[src/rtl/bar_pkg.sv]
// Shared types for both ends of the bar streaming interface.
package bar_pkg;
    localparam int BAR_WIDTH = 32;

    typedef logic [BAR_WIDTH-1:0] bar_word_t;
    typedef logic [31:0]          bar_xfer_cnt_t;
endpackage

[src/rtl/bar_fifo_ram.sv]
// DEPTH x WIDTH register array: one synchronous write port, one combinational read port.
module bar_fifo_ram #(
    parameter int WIDTH = 32,
    parameter int DEPTH = 4,
    parameter int AW    = $clog2(DEPTH)
) (
    input  logic             i_clk,
    input  logic             i_we,
    input  logic [AW-1:0]    i_waddr,
    input  logic [WIDTH-1:0] i_wdata,
    input  logic [AW-1:0]    i_raddr,
    output logic [WIDTH-1:0] o_rdata
);
    logic [WIDTH-1:0] r_mem [DEPTH];

    always_ff @(posedge i_clk) begin
        if (i_we) r_mem[i_waddr] <= i_wdata;
    end

    assign o_rdata = r_mem[i_raddr];
endmodule

[src/rtl/bar_stream_source.sv]
// Producer end of the bar interface: local push port -> FIFO -> valid/ready output
// holding the head word stable until it is accepted.
module bar_stream_source
    import bar_pkg::*;
#(
    parameter int WIDTH = BAR_WIDTH,
    parameter int DEPTH = 4,
    parameter int CW    = $clog2(DEPTH) + 1
) (
    input  logic             clk,
    input  logic             rst,
    input  logic             flush,
    input  logic             in_valid,
    output logic             in_ready,
    input  logic [WIDTH-1:0] in_data,
    output logic [WIDTH-1:0] out_data,
    output logic             out_valid,
    input  logic             out_ready,
    output logic [CW-1:0]    level,
    output logic [31:0]      xfer_count
);
    localparam int AW = $clog2(DEPTH);
    localparam int PW = AW + 1;

    logic [PW-1:0]    r_wr_ptr, r_rd_ptr;
    logic [CW-1:0]    r_level;
    bar_xfer_cnt_t    r_xfer_count;
    logic             w_empty, w_full, w_push, w_pop;
    logic [WIDTH-1:0] w_rdata;

    // MSB of each pointer is the wrap bit: equal lows with differing wraps means full.
    assign w_empty = (r_wr_ptr == r_rd_ptr);
    assign w_full  = (r_wr_ptr[AW-1:0] == r_rd_ptr[AW-1:0]) && (r_wr_ptr[AW] != r_rd_ptr[AW]);

    assign in_ready  = !w_full;
    assign out_valid = !w_empty;
    assign w_push    = in_valid && !w_full && !flush;
    assign w_pop     = !w_empty && out_ready && !flush;

    bar_fifo_ram #(
        .WIDTH (WIDTH),
        .DEPTH (DEPTH),
        .AW    (AW)
    ) u_ram (
        .i_clk   (clk),
        .i_we    (w_push),
        .i_waddr (r_wr_ptr[AW-1:0]),
        .i_wdata (in_data),
        .i_raddr (r_rd_ptr[AW-1:0]),
        .o_rdata (w_rdata)
    );

    // Storage is not reset, so mask stale contents while empty.
    assign out_data   = w_empty ? '0 : w_rdata;
    assign level      = r_level;
    assign xfer_count = r_xfer_count;

    always_ff @(posedge clk or posedge rst) begin
        if (rst) begin
            r_wr_ptr     <= '0;
            r_rd_ptr     <= '0;
            r_level      <= '0;
            r_xfer_count <= '0;
        end else if (flush) begin
            r_wr_ptr <= '0;
            r_rd_ptr <= '0;
            r_level  <= '0;
        end else begin
            if (w_push) r_wr_ptr <= r_wr_ptr + PW'(1);
            if (w_pop) begin
                r_rd_ptr     <= r_rd_ptr + PW'(1);
                r_xfer_count <= r_xfer_count + 32'd1;
            end
            case ({w_push, w_pop})
                2'b10:   r_level <= r_level + CW'(1);
                2'b01:   r_level <= r_level - CW'(1);
                default: r_level <= r_level;
            endcase
        end
    end
endmodule

[config.mk]
export PLATFORM = sky130hd
export DESIGN_NAME = bar_stream_source
export DESIGN_NICKNAME = d
export VERILOG_FILES = /design/src/rtl/bar_pkg.sv /design/src/rtl/bar_fifo_ram.sv /design/src/rtl/bar_stream_source.sv
export SDC_FILE = /design/constraint.sdc
export NUM_CORES = 1
export LEC_CHECK = 0
export ABC_AREA = 1
export ABC_CLOCK_PERIOD_IN_PS = 4080
export CAP_MARGIN = 0
export CORE_MARGIN = 5
export CORE_UTILIZATION = 30
export CTS_CLUSTER_SIZE = 25
export DETAILED_ROUTE_END_ITERATION = 10
export GPL_TIMING_DRIVEN = 0
export PLACE_DENSITY = 0.56
export SKIP_CTS_REPAIR_TIMING = 1
export SLEW_MARGIN = 20
export SYNTH_ARGS = -nofsm -noshare
export SYNTH_HDL_FRONTEND = slang
export SYNTH_HIERARCHICAL = 1
export SYNTH_SLANG_ARGS = --single-unit
[constraint.sdc]
create_clock -name clk -period 4.08 [get_ports clk]
set_input_delay 0.816 -clock clk [delete_from_list [all_inputs] [get_ports clk]]
set_output_delay 0.816 -clock clk [all_outputs]
set_load 0.01 [all_outputs]
* After elaboration in Yosys (flattened, before gate mapping) *
Memory sizes are Yosys's and may differ from the RTL's.
Index checks and enable logic that the tools add are counted.

cells by class
  add/subtract/negate cells = 5
  equality and inequality tests = 5
  mux-type cells = 9
  bitwise operators = 1
  reduce and logical (&&, ||, !) cells = 12

operator list
  operator                                                             count
  32-bit by 1-bit adder with 32-bit output (second input constant)     1
  32-bit 2-to-1 mux                                                    1
  3-bit 2-to-1 mux                                                     5
  3-bit by 1-bit adder with 3-bit output (second input constant)       3
  3-bit one-hot mux with 2 select lines                                1
  1-bit logical AND                                                    5
  2-bit nonzero test                                                   2
  3-bit == test                                                        1
  1-bit zero test                                                      3
  3-bit nonzero test                                                   1
  3-bit by 1-bit subtractor with 3-bit output (second input constant)  1
  2-bit by 1-bit == test with 1-bit output (second input constant)     1
  2-bit == test                                                        1
  2-bit == test (second input constant)                                1
  1-bit 2-to-1 mux                                                     2
  2-bit AND reduction                                                  1
  1-bit inequality test                                                1
  1-bit inverter                                                       1

storage, ports and cells
  register bits = 41
  RAM bits = 128
  input bits = 37
  logic and storage cells = 37
  memories kept = 1

memories
  name         words  bits a word  rd ports  clocked after Yosys merged registers in  wr ports  RTL line            RTL
  u_ram.r_mem  4      32           1         0                                        1         bar_fifo_ram.sv:14  logic [WIDTH-1:0] r_mem [DEPTH];

* Logic depth before layout (Yosys ltp) *
  depth in word-level cells = 8
  depth in mapped cells = 14
  mapped depth without buffers = 14

* Modules after synthesis *
Netlist, hierarchy kept.

by module, submodules not included
  module             instances  cells each  area each (um^2)  seq. area each (um^2)
  bar_fifo_ram       1          509         5437.7            3843.7
  bar_stream_source  1          391         2787.7            1026.0

* Worst setup path before layout *
No wires, ideal clock.

  path type = input -> register
  start point = in in_valid
  end point = mem u_ram.r_mem[1][0] (enable)
  setup time = 0.461 ns
  arrival time = 3.393 ns
  path slack = 0.226 ns
  cell stages on the path = 4
  path buffers = 0
  path through = nand2_1 nor2_1 inv_1 nor3_1

on the way
  word-level cells in the longest chain between the ends = 4

ends and longest elaborated chain
  what                                    RTL line                 RTL
  start: declaration                      bar_stream_source.sv:13  input logic in_valid,
  1-bit logical AND (2 in a row)          bar_stream_source.sv:37  assign w_push = in_valid && !w_full && !flush;
  net w_push                              bar_stream_source.sv:28  logic w_empty, w_full, w_push, w_pop;
  1-bit 2-to-1 mux                        bar_fifo_ram.sv:17       if (i_we) r_mem[i_waddr] <= i_wdata;
  1-bit 2-to-1 mux (not written as such)  bar_fifo_ram.sv:17
  end: declaration                        bar_fifo_ram.sv:14

The timed path passes the listed nets, and every way through them passes these cells.

* Worst setup path in the final report *
  start point = reg r_rd_ptr[0]
  end point = out out_data[6]

on the way
  word-level cells in the longest chain between the ends = 2
  elaborated cells on any way between the ends = 3
  those cells by class = 1 x eq/ne; 1 x mux; 1 x memory

ends and longest elaborated chain
  what                                                       RTL line                 RTL
  start: declaration                                         bar_stream_source.sv:25  logic [PW-1:0] r_wr_ptr, r_rd_ptr;
  start signal: assignment                                   bar_stream_source.sv:71  r_rd_ptr <= r_rd_ptr + PW'(1);
  memory 4 x 32 bit / 3-bit == test (equally long branches)  --
  32-bit 2-to-1 mux (*)                                      bar_stream_source.sv:54  assign out_data = w_empty ? '0 : w_rdata;
  end: declaration                                           bar_stream_source.sv:16  output logic [WIDTH-1:0] out_data,

Every way passes the cells marked *; elsewhere a longest branch is shown, timed or not.

==> reports/summary.txt <==
Largest net degree at the start of global routing - 26
Storage element area - 4870 um^2
Fmax - 0.2898 GHz
Worst-path clk slew - 0.07 ns
Fin crit period - 3.450 ns
Yosys cell types - 33
RR Startpoint - r_rd_ptr[0]
Utilization after layout - 0.3897
Avg Inst Size Synth - 9.139 um^2
Clk Latency, worst-skew pair - 0.43 ns
Sequential area share after synthesis - 0.5920
Post-synth EDFFs - 128
Core area - 26950 um^2
Status - complete, no violations
Post-Syn Nets - 941
Unrepaired setup endpoints after global routing - no
Die footprint - 30830 um^2
Total CTS buffers - 17
Worst setup SP type - flop
Vias in the first global route - 5931
Io pins - 106
Ant. Diodes - 0
First-pass GRT wire length - 31270 um
P&R area growth vs syn - 27.69%
WHS Path Cells - 1
GRT overflow - 0
Worst hold slack - 0.5283 ns
DP Area - 9901 um^2
Yosys warning count - 6
DRT iter0 DRCs - 293
Period utilization - 0.8457
Total global routing track utilization - 0.1282
Final instance area - 10500 um^2
Synthesized-area fraction occupied by adder cells - 0.006997
Final setup vio count - 0
Die Y - 175.6 um
Mapped Area - 8225 um^2
Clock Skew - 0.01219 ns
Worst Tran Pin Value - 0.7533 ns
RR Endpoint - u_ram/r_mem[0][10]
WP data arrival - 2.63 ns
Slew margin rel. - 0.4951
Largest family of logic cells by synthesized area - simple AND/OR/NAND/NOR gates
WS Path Type - flop to primary output
Die W - 175.6 um
Synth Instances - 900
Maximum vdd ir drop - 200.4 uV
Htree depth - 4
CP startpoint - r_rd_ptr[0]
Multi-input combinational cell area - 2442 um^2
Max-cap violations - 0
Clock Path Buffers - 2
Crit path to - out_data[6]
Post-route ant nets - 0
I/O Buffers - 105
Layout cells sized above 1 - 0.1033
Synth Area in Compound Gates - 0.008214
Initial antenna violation count - 1
Routed WL - 19450 um
Simple-gate share of the synthesized area - 0.2527
GP Congestion - 0.8264
Leakage - 4.860 nW
Multiplexer area fraction after synthesis - 0
Cell taking the most area after synthesis - edfxtp_1
R2R depth - 12
Power Density - 431.2 nW/um^2
Worst R2R Setup Slack - 1.12 ns
Final hold violations - 0
DRT Pass-1 Iters - 5
Avg Vias per Cell - 4.271
CP Capture Type - primary output
Routed len/inst - 13.93 um
Post-route DRC violation count - 0
Post-synth top flop - edfxtp_1
Hold Crit Class - flop to flop
Final #Nets - 1083
Critical Path RT - 3.26 ns
Post-Synth XOR/XNOR Area - 0.02662
# rows - 60
Hpwl dp - 14040 um
CTS root buffer - clkbuf_16
Main area contributors after synthesis - edfxtp_1, nand2_1, dfrtp_1, inv_1, nand3_1
Yosys top cell area share - 0.4673
Max Fanout on Critical Path - 10
TritonCTS clock tree - built
Fraction of registers with async set/reset - 0.2426
Fin. max-slew vios - 0
Flops & latches, synth - 169
Filler cells - 2701
Top cells by count, synth - nand2_1, inv_1, edfxtp_1, nand3_1, dfrtp_1
Most numerous cell in the Yosys netlist - nand2_1
Initial Util - 0.3052
Vias - 5962
CTS sink cnt - 169
-- cells in the final DEF, fill, tap and decap left out, types with 2 or more instances in the layout --
master / count
nand3_4: 2
dfrtp_1: 41
nand3_1: 74
nor3_2: 7
buf_4: 13
clkbuf_16: 17
clkinv_8: 4
nand2_2: 3
nand4_1: 7
buf_6: 16
a21oi_1: 3
xor2_1: 20
inv_6: 2
nor3_1: 11
buf_2: 11
edfxtp_1: 128
inv_8: 5
nor2_4: 12
o21ai_0: 7
xnor2_1: 5
clkdlybuf4s50_1: 105
buf_1: 3
clkinv_1: 2
o21ai_1: 2
nand2_1: 311
ha_1: 3
inv_2: 8
nand3b_1: 5
clkinv_4: 2
inv_1: 189
nor2_1: 27
-- layer usage --
metal | GRT usage | part of all wire | vias to the layer above
met5 | 0 | 0.00067 | -
met4 | 0.02534 | 0.0062 | 2
met3 | 0.03358 | 0.049 | 13
met2 | 0.2172 | 0.48 | 124
met1 | 0.1671 | 0.47 | 2753
li1 | - | - | 3070
-- sequential cells by signal, summed over array words and instances (netlist names) --
signal / count
r_rd_ptr: 3
xfer_count: 32
u_ram/r_mem: 128
r_wr_ptr: 3
level: 3
-- cell type report --
cell class	instances	area share
Clock buffer	17	0.04051
Timing Repair Buffer	123	0.1170
Tap cell	341	0.04062
Clock inverter	15	0.01680
Inverter	198	0.07076
Sequential cell	169	0.4637
Multi-Input combinational cell	506	0.2325
Buffer	27	0.01811
-- stage by stage --
step           std cells  power [mW]  setup TNS (ns)  setup WS (ns)
6_report            1396       4.528               0         0.6295
5_1_grt             1396       4.778               0         0.4070
4_1_cts             1396       4.600               0         0.5326
3_5_place_dp        1364       2.981               0         0.6188
3_3_place_gp        1346       2.962         -306.21         -2.480
2_1_floorplan        900       2.507               0         0.2262
-- critical path, cell delays in order (launching register included) --
cell and delay (ns):
dfrtp_1 0.49, inv_2 0.07, nand2_1 0.07, nand2_1 0.10, nand3_4 0.19, buf_1 0.49, nand2_1 0.19, inv_1 0.09
clkdlybuf4s50_1 0.53
-- logic make-up after synthesis --
family / after synthesis
DFF: 169
xor gates and xnor gates: 25
adders and majority gates: 4
and+or+nand+nor: 464
buffers and inverters: 225
AOI/OAI and AO/OA: 13
-- report_power, final --
| part | internal [mW] | switching, mW |
|---|---|---|
| Sequential | 1.92 | 0.0553 |
| Clock | 0.832 | 0.770 |
| Combinational | 0.418 | 0.530 |
| Total | 3.17 | 1.36 |
-- worst min path at each step --
| stage | startpoint | end | slack (ns) |
|---|---|---|---|
| finish | xfer_count[11] | xfer_count[11] | 0.53 |
| global route | xfer_count[11] | xfer_count[11] | 0.55 |
| CTS | xfer_count[11] | xfer_count[11] | 0.52 |
| detailed placement | xfer_count[11] | xfer_count[11] | 0.51 |
| global placement | xfer_count[17] | xfer_count[17] | 0.51 |
| floorplan | xfer_count[29] | xfer_count[29] | 0.53 |
Power figures use the tool's default switching activity.
